--- src/rtl/perf_dump.sv ---
// Performance counters plus a snapshot dump streamed over a valid/ready port.
// Define PERF_DUMP_MEM_EN to append NMEM data-memory words after the registers.
module perf_dump #(
  parameter int NREG = 32,
  parameter int NMEM = 8
) (
  input  logic        clk_i,
  input  logic        rst_i,
  input  logic        start_i,
  input  logic        hazard_i,
  input  logic        jump_i,
  input  logic        branch_i,
  input  logic        flush_i,
  input  logic [31:0] pc_i,
  input  logic        clr_i,
  input  logic        dump_req_i,
  output logic [4:0]  reg_addr_o,
  input  logic [31:0] reg_data_i,
  output logic [4:0]  mem_addr_o,
  input  logic [31:0] mem_data_i,
  output logic        out_valid_o,
  input  logic        out_ready_i,
  output logic [31:0] out_data_o,
  output logic        out_last_o,
  output logic        busy_o,
  output logic [1:0]  dbg_state_o
);

  // Output handshake: a word transfers on any rising edge where out_valid_o
  // and out_ready_i are both 1; while valid is high and ready low, out_data_o
  // and out_last_o hold, and valid never drops before the transfer.

`ifdef PERF_DUMP_MEM_EN
  typedef enum logic [1:0] {S_IDLE = 2'd0, S_HDR = 2'd1, S_REG = 2'd2, S_MEM = 2'd3} state_t;
  localparam int MEM_WORDS = NMEM;
`else
  typedef enum logic [1:0] {S_IDLE = 2'd0, S_HDR = 2'd1, S_REG = 2'd2} state_t;
  localparam int MEM_WORDS = 0 * NMEM;
  logic unused_mem_data;
  assign unused_mem_data = ^mem_data_i;
`endif

  localparam logic [6:0] REG_BASE = 7'd4;
  localparam logic [6:0] MEM_BASE = 7'(4 + NREG);
  localparam logic [6:0] LAST_IDX = 7'(4 + NREG + MEM_WORDS - 1);

  state_t      state_q, state_d;
  logic [6:0]  idx_q, idx_d;
  logic [31:0] data_q, data_d;
  logic        valid_q, valid_d;
  logic        last_q, last_d;
  logic [31:0] cyc_q, cyc_d, stall_q, stall_d, flush_q, flush_d;
  logic [31:0] snap_cyc_q, snap_cyc_d, snap_stall_q, snap_stall_d, snap_flush_q, snap_flush_d;

  logic [31:0] cyc_upd, stall_upd, flush_upd;
  logic [6:0]  nxt_idx;
  logic [31:0] nxt_word;
  logic [4:0]  reg_addr, mem_addr;

  function automatic state_t phase_of(input logic [6:0] idx);
    if (idx < REG_BASE) return S_HDR;
`ifdef PERF_DUMP_MEM_EN
    if (idx >= MEM_BASE) return S_MEM;
`endif
    return S_REG;
  endfunction

  // Saturating increments; clear is applied afterwards so the snapshot sees these.
  always_comb begin
    cyc_upd   = (start_i && cyc_q != 32'hFFFF_FFFF) ? cyc_q + 32'd1 : cyc_q;
    stall_upd = (start_i && hazard_i && !jump_i && !branch_i && stall_q != 32'hFFFF_FFFF)
                ? stall_q + 32'd1 : stall_q;
    flush_upd = (start_i && flush_i && flush_q != 32'hFFFF_FFFF) ? flush_q + 32'd1 : flush_q;
    cyc_d     = clr_i ? 32'd0 : cyc_upd;
    stall_d   = clr_i ? 32'd0 : stall_upd;
    flush_d   = clr_i ? 32'd0 : flush_upd;
  end

  // Addresses point at the word that the next transfer will load.
  always_comb begin
    nxt_idx  = idx_q + 7'd1;
    reg_addr = 5'd0;
    mem_addr = 5'd0;
    nxt_word = reg_data_i;
    if (nxt_idx == 7'd1)      nxt_word = snap_cyc_q;
    else if (nxt_idx == 7'd2) nxt_word = snap_stall_q;
    else if (nxt_idx == 7'd3) nxt_word = snap_flush_q;
`ifdef PERF_DUMP_MEM_EN
    else if (nxt_idx >= MEM_BASE) nxt_word = mem_data_i;
`endif
    if (state_q != S_IDLE) begin
      if (nxt_idx >= REG_BASE && nxt_idx < MEM_BASE) reg_addr = 5'(nxt_idx - REG_BASE);
`ifdef PERF_DUMP_MEM_EN
      if (nxt_idx >= MEM_BASE && nxt_idx <= LAST_IDX) mem_addr = 5'(nxt_idx - MEM_BASE);
`endif
    end
  end

  always_comb begin
    state_d      = state_q;
    idx_d        = idx_q;
    data_d       = data_q;
    valid_d      = valid_q;
    last_d       = last_q;
    snap_cyc_d   = snap_cyc_q;
    snap_stall_d = snap_stall_q;
    snap_flush_d = snap_flush_q;
    if (state_q == S_IDLE) begin
      if (dump_req_i) begin
        state_d      = S_HDR;
        idx_d        = 7'd0;
        data_d       = pc_i;
        valid_d      = 1'b1;
        last_d       = 1'b0;
        snap_cyc_d   = cyc_upd;
        snap_stall_d = stall_upd;
        snap_flush_d = flush_upd;
      end
    end else if (valid_q && out_ready_i) begin
      if (last_q) begin
        state_d = S_IDLE;
        idx_d   = 7'd0;
        valid_d = 1'b0;
        last_d  = 1'b0;
      end else begin
        state_d = phase_of(nxt_idx);
        idx_d   = nxt_idx;
        data_d  = nxt_word;
        last_d  = (nxt_idx == LAST_IDX);
      end
    end
  end

  always_ff @(posedge clk_i or negedge rst_i) begin
    if (!rst_i) begin
      state_q      <= S_IDLE;
      idx_q        <= 7'd0;
      data_q       <= 32'd0;
      valid_q      <= 1'b0;
      last_q       <= 1'b0;
      cyc_q        <= 32'd0;
      stall_q      <= 32'd0;
      flush_q      <= 32'd0;
      snap_cyc_q   <= 32'd0;
      snap_stall_q <= 32'd0;
      snap_flush_q <= 32'd0;
    end else begin
      state_q      <= state_d;
      idx_q        <= idx_d;
      data_q       <= data_d;
      valid_q      <= valid_d;
      last_q       <= last_d;
      cyc_q        <= cyc_d;
      stall_q      <= stall_d;
      flush_q      <= flush_d;
      snap_cyc_q   <= snap_cyc_d;
      snap_stall_q <= snap_stall_d;
      snap_flush_q <= snap_flush_d;
    end
  end

  assign reg_addr_o  = reg_addr;
  assign mem_addr_o  = mem_addr;
  assign out_valid_o = valid_q;
  assign out_data_o  = data_q;
  assign out_last_o  = last_q;
  assign busy_o      = (state_q != S_IDLE);
  assign dbg_state_o = state_q;

endmodule

--- config.mk ---
export PLATFORM = sky130hd
export DESIGN_NAME = perf_dump
export DESIGN_NICKNAME = d
export VERILOG_FILES = /design/src/rtl/perf_dump.sv
export SDC_FILE = /design/constraint.sdc
export NUM_CORES = 1
export LEC_CHECK = 0
export CAP_MARGIN = 10
export CORE_MARGIN = 4
export CORE_UTILIZATION = 31
export DETAILED_ROUTE_END_ITERATION = 8
export PLACE_DENSITY = 0.52
export RECOVER_POWER = 25
export SYNTH_ARGS = -nofsm -noshare
export SYNTH_HDL_FRONTEND = slang
export SYNTH_SLANG_ARGS = --single-unit
--- constraint.sdc ---
create_clock -name clk_i -period 2.2 [get_ports clk_i]
set_input_delay 0.44 -clock clk_i [delete_from_list [all_inputs] [get_ports clk_i]]
set_output_delay 0.44 -clock clk_i [all_outputs]
set_load 0.05 [all_outputs]
* Yosys cells after proc, flatten, opt, wreduce, memory -nomap -nowiden
Index checks and enable logic that the tools add are counted.
** Storage, ports and cells
- Register bits after elaboration :: 235
- Word-level logic and storage cells :: 84
- Bits in writable memories :: 0
- ROM bits :: 0
- Memories kept :: 0
- Input port bits :: 106
- Latch bits :: 0
- Output and inout port bits :: 47
** Operators by class
- Div/mod/pow operators :: 0
- Shift operators :: 0
- Add/subtract/negate cells :: 5
- Bitwise logic cells :: 0
- Multiplexer cells :: 37
- Reductions and logical operators :: 19
- Equality and inequality tests :: 9
- Order comparisons :: 3
- $mul :: 0
** Operators by type and width (count)
- $mux 32 :: 13
- $add 32x1->32 const B :: 3
- $ne 32x32->1 const B :: 3
- $mux 7 :: 4
- $eq 7x2->1 const B :: 2
- $mux 1 :: 12
- $mux 2 :: 6
- $mux 5 :: 2
- $logic_and 1x1->1 :: 9
- $add 7x1->7 const B :: 1
- $eq 7x1->1 const B :: 1
- $eq 7x6->1 const B :: 1
- $ge 7x3->1 const B :: 1
- $lt 7x3->1 const B :: 1
- $lt 7x6->1 const B :: 1
- $reduce_and 3->1 :: 2
- $reduce_bool 2->1 :: 3
- $sub 5x3->5 const B :: 1
- $reduce_and 2->1 :: 2
- $logic_not 1->1 :: 2
- $logic_not 2->1 :: 1
- $ne 2x1->1 const B :: 1
- $ne 2x2->1 const B :: 1

* Longest topological paths before layout
- Word-level depth :: 10
- Depth in mapped cells :: 9
- Gate-level depth less buffers :: 8

* Worst setup path after synthesis
Ideal clock, no wire load.
- Path type :: flip-flop to output port
- From :: register state_q[1], in the netlist dbg_state_o[1]
- To :: output reg_addr_o[1]
- Required time :: 1.760 ns
- Stages on the path, launching flop included :: 5
- Path buffers :: 1
- Arrival :: 2.891 ns
- Path slack :: -1.131 ns
- Path through :: dfrtp_1 > or2_2 > clkbuf_1 > o211ai_1 > nor3b_1
** Between the ends
- Cells in the longest elaborated chain, start to end :: 2
** RTL lines
- start, declared :: line 47 : state_t state_q, state_d;
- start signal, assigned :: line 148 : state_q <= state_d;
- $reduce_bool 2->1
- via busy_o :: line 25 : output logic busy_o,
- $mux 5 :: line 91 : if (state_q != S_IDLE) begin
- end, declared :: line 17 : output logic [4:0] reg_addr_o,
The timed path passes the listed nets, and every way through them passes these cells.

* Final worst setup path
- From :: register idx_q[1]
- To :: output reg_addr_o[4]
** Between the ends
- Cells in the longest elaborated chain, start to end :: 5
- Elaborated cells between the ends (all ways) :: 7
- Those cells by class :: 2 x add/sub; 2 x order compare; 2 x mux; 1 x reduce/logical
** RTL lines
- start, declared :: line 48 : logic [6:0] idx_q, idx_d;
- start signal, assigned :: line 149 : idx_q <= idx_d;
- $add 7x1->7 * :: line 81 : nxt_idx = idx_q + 7'd1;
- $ge 7x3->1 or $lt 7x6->1 (tied branches) :: line 92 : if (nxt_idx >= REG_BASE && nxt_idx < MEM_BASE) reg_addr = 5'(nxt_idx - REG_BASE);
- $logic_and 1x1->1 :: line 92
- $mux 5 * :: line 92
- $mux 5 * :: line 91
Every way passes the cells marked *; elsewhere a longest branch is shown, timed or not.

==> results.toml <==
[status]
status = "finished with violations"
violations = "capacitance limit, slew limit, setup timing"

[floorplanning]
num_io_pins = 153
dieArea_sq_mm = 0.04181
dieWidth_microns = 204.5
die_h_microns = 204.5
num_rows = 71
coreArea_sq_mm = 0.03784
start_util = 0.3162

[placement]
portBuffers = 115
place_ws_ns = -0.5094
dpl.hpwl_microns = 26960
gp_congestion = 0.8811

[global_routing]
grt_pass1_vias = 11110
grt_max_degree = 97
grt_usage = 0.1867
antenna_found_initial = 0
grt_pass1_wl_microns = 63270
globalRoute.totalOverflow = 0

[detailed_routing]
drt-initial-drc-count = 693
vias = 11370
drt_pre_antenna_iters = 5
routed_wl_microns = 41110
avgViaCountPerCell = 5.482
wire_per_inst_microns = 19.82
drc = 0
drtAntennaViolNets = 0

[critical_path]
worstSetupPathType = "register to output port"
worst-path-max-fanout = 7
crit_arrival_ns = 2.35
startpoint_type = "register"
crit_required_ns = 1.76
critPathCaptureType = "output port"

[timing]
max_slew_margin = -0.09707
skew_ns = 0.03618
hold_ws_ns = 0.4251
period_needed_ns = 2.792
fin_ws_ns = -0.5920
fin_crit_sh = 1.269
final_hold_viol_count = 0
setup_viol = 39
finalMaxSlewViolations = 56
worst_slew_pin_slew_ns = 1.646
timing.fmax_ghz = 0.3582
setup_tns_ns = -9.966
rsz0062_at_grt = "true"

[run]
cap_violations = 1

[layout]
n_fill_cell = 3666
final_common_cell = "dfrtp_1"
mostFrequentLayoutCells = "229 x dfrtp_1, 154 x buf_4, 140 x nor2_1, 110 x nand2_1, 94 x nand3_1"
nets = 1659
drive_above_1_share = 0.2348
n_antenna_cell = 0
fin_util = 0.4449
synthToLayoutAreaGrowth_pct = 40.68

[logic_synthesis]
synth-edff-count = 0
ys_warn_count = 0
avgSynthCellArea_sq_um = 9.219
netlist_instances = 1298
ys_ff_latch = 235
synth-seq-area-share = 0.4914
yosysUniqueCellTypes = 65
synthArstFlopShare = 1.000
synth_area_sq_mm = 0.01197
synth-main-ff-cell = "dfrtp_1"

[clock_network]
clock-root-buffer = "clkbuf_16"
clk_latency_ns = 0.57
cts.sinks = 235
cts_tree = "built"
htree_levels = 1
cts_buffer_depth = 3
clk_pin_slew_ns = 0.06
cts_made_buffers = 27

[power]
p_per_area_mw_per_mm2 = 1193
seqPwrFrac = 0.301
clkPwrFrac = 0.223
switching_power_mw = 8.364
p_comb_frac = 0.476
p_total_mw = 20.08
p_sw_frac = 0.4166
power.internal_mw = 11.71
p_leak_nw = 6.706
ir_worst_vdd_uv = 776.8

[min_path]
hold_class = "input pin to register"
[path summary, 6_finish.rpt]
check | from | endpoint | slack (ns) | cells past startpoint
max in group asynchronous | rst_i | idx_q[0] | 0.25 | 2
max reg2reg | idx_q[1] | out_data_o[30] | -0.32 | 9
max | idx_q[1] | reg_addr_o[4] | -0.59 | 8
min | clr_i | cyc_q[9] | 0.43 | 3
min in group asynchronous | rst_i | flush_q[31] | 0.87 | 2
min reg2reg | snap_stall_q[0] | snap_stall_q[0] | 0.48 | 2
[synthesized netlist by cell type (17+ instances only)]
library cell,count,share of area
o31ai_1,27,0.017
or3_1,45,0.024
nand4_1,37,0.019
nand2_1,110,0.035
clkbuf_1,75,0.024
nand3_1,98,0.041
o22a_1,32,0.023
xnor2_1,17,0.012
and4_1,19,0.014
o21ai_0,79,0.033
a21oi_1,70,0.029
dfrtp_1,235,0.49
o221ai_1,32,0.023
a31oi_1,68,0.036
o22ai_1,33,0.017
or4_1,21,0.013
nor2_1,141,0.044
[critical path: stages (launching register included)]
cell and delay (ns):
dfrtp_2 0.44, ha_4 0.22, a311oi_4 0.33, a31oi_4 0.07
nor3_2 0.16, and4_4 0.26, buf_6 0.13, nor3_4 0.05
buf_6 0.16
[per-stage QoR]
stage,cells,instance area (sq um)
finish,2074,16830
global route,2074,16830
floorplan,1302,12070
global placement,1998,14920
CTS,2058,16300
detailed placement,1998,14920
[layout make-up]
cell class,count,area [sq um],share of cell area
inverters,13,48.80,0.002899
well taps,511,639.4,0.03798
clock buffers,38,777.0,0.04615
clock inverters,11,101.3,0.006020
repair buffers,306,2979,0.1770
multi-input cells,960,6401,0.3802
flip-flops and latches,235,5888,0.3498
[routing by layer]
metal	vias to the layer above	GRT usage	part of all wire
li1	5381	-	-
met1	5613	0.2799	0.48
met2	315	0.2840	0.44
met3	61	0.03047	0.058
met4	0	0.04259	0.025
met5	-	0	0
[flip-flops by register name (all words and copies together), names as in the netlist]
signal        flops
cyc_q            32
dbg_state_o       2
flush_q          32
idx_q             7
out_data_o       32
out_last_o        1
out_valid_o       1
snap_cyc_q       32
snap_flush_q     32
snap_stall_q     32
stall_q          32
[timing repair]
item                       in CTS  in global routing
hold buffers                    1                  0
hold endpoints to repair       52                  0
setup endpoints to repair      72                121
cloned                          3                  4
setup buffers                   8                 12
resized for setup              80                 75
pin swaps                      48                 43
[kinds of logic after synthesis]
group,share of synthesized area
AOI/OAI and AO/OA,0.1969
xor gates and xnor gates,0.02342
adders and majority gates,0.01046
buffers and inverters,0.04067
DFF,0.4914
muxes,0.002510
other,0.0003134
and+or+nand+nor,0.2343
[power groups by stage]
stage	clock, mW	sequential, mW	combinational, mW
after floorplan	0	6.79	4.08
after global placement	0	6.11	7.86
after detailed placement	0	6.12	7.91
after CTS	4.57	6.05	8.95
after global routing	4.78	6.15	10.3
final	4.48	6.04	9.56
(Power assumes the default switching activity.)
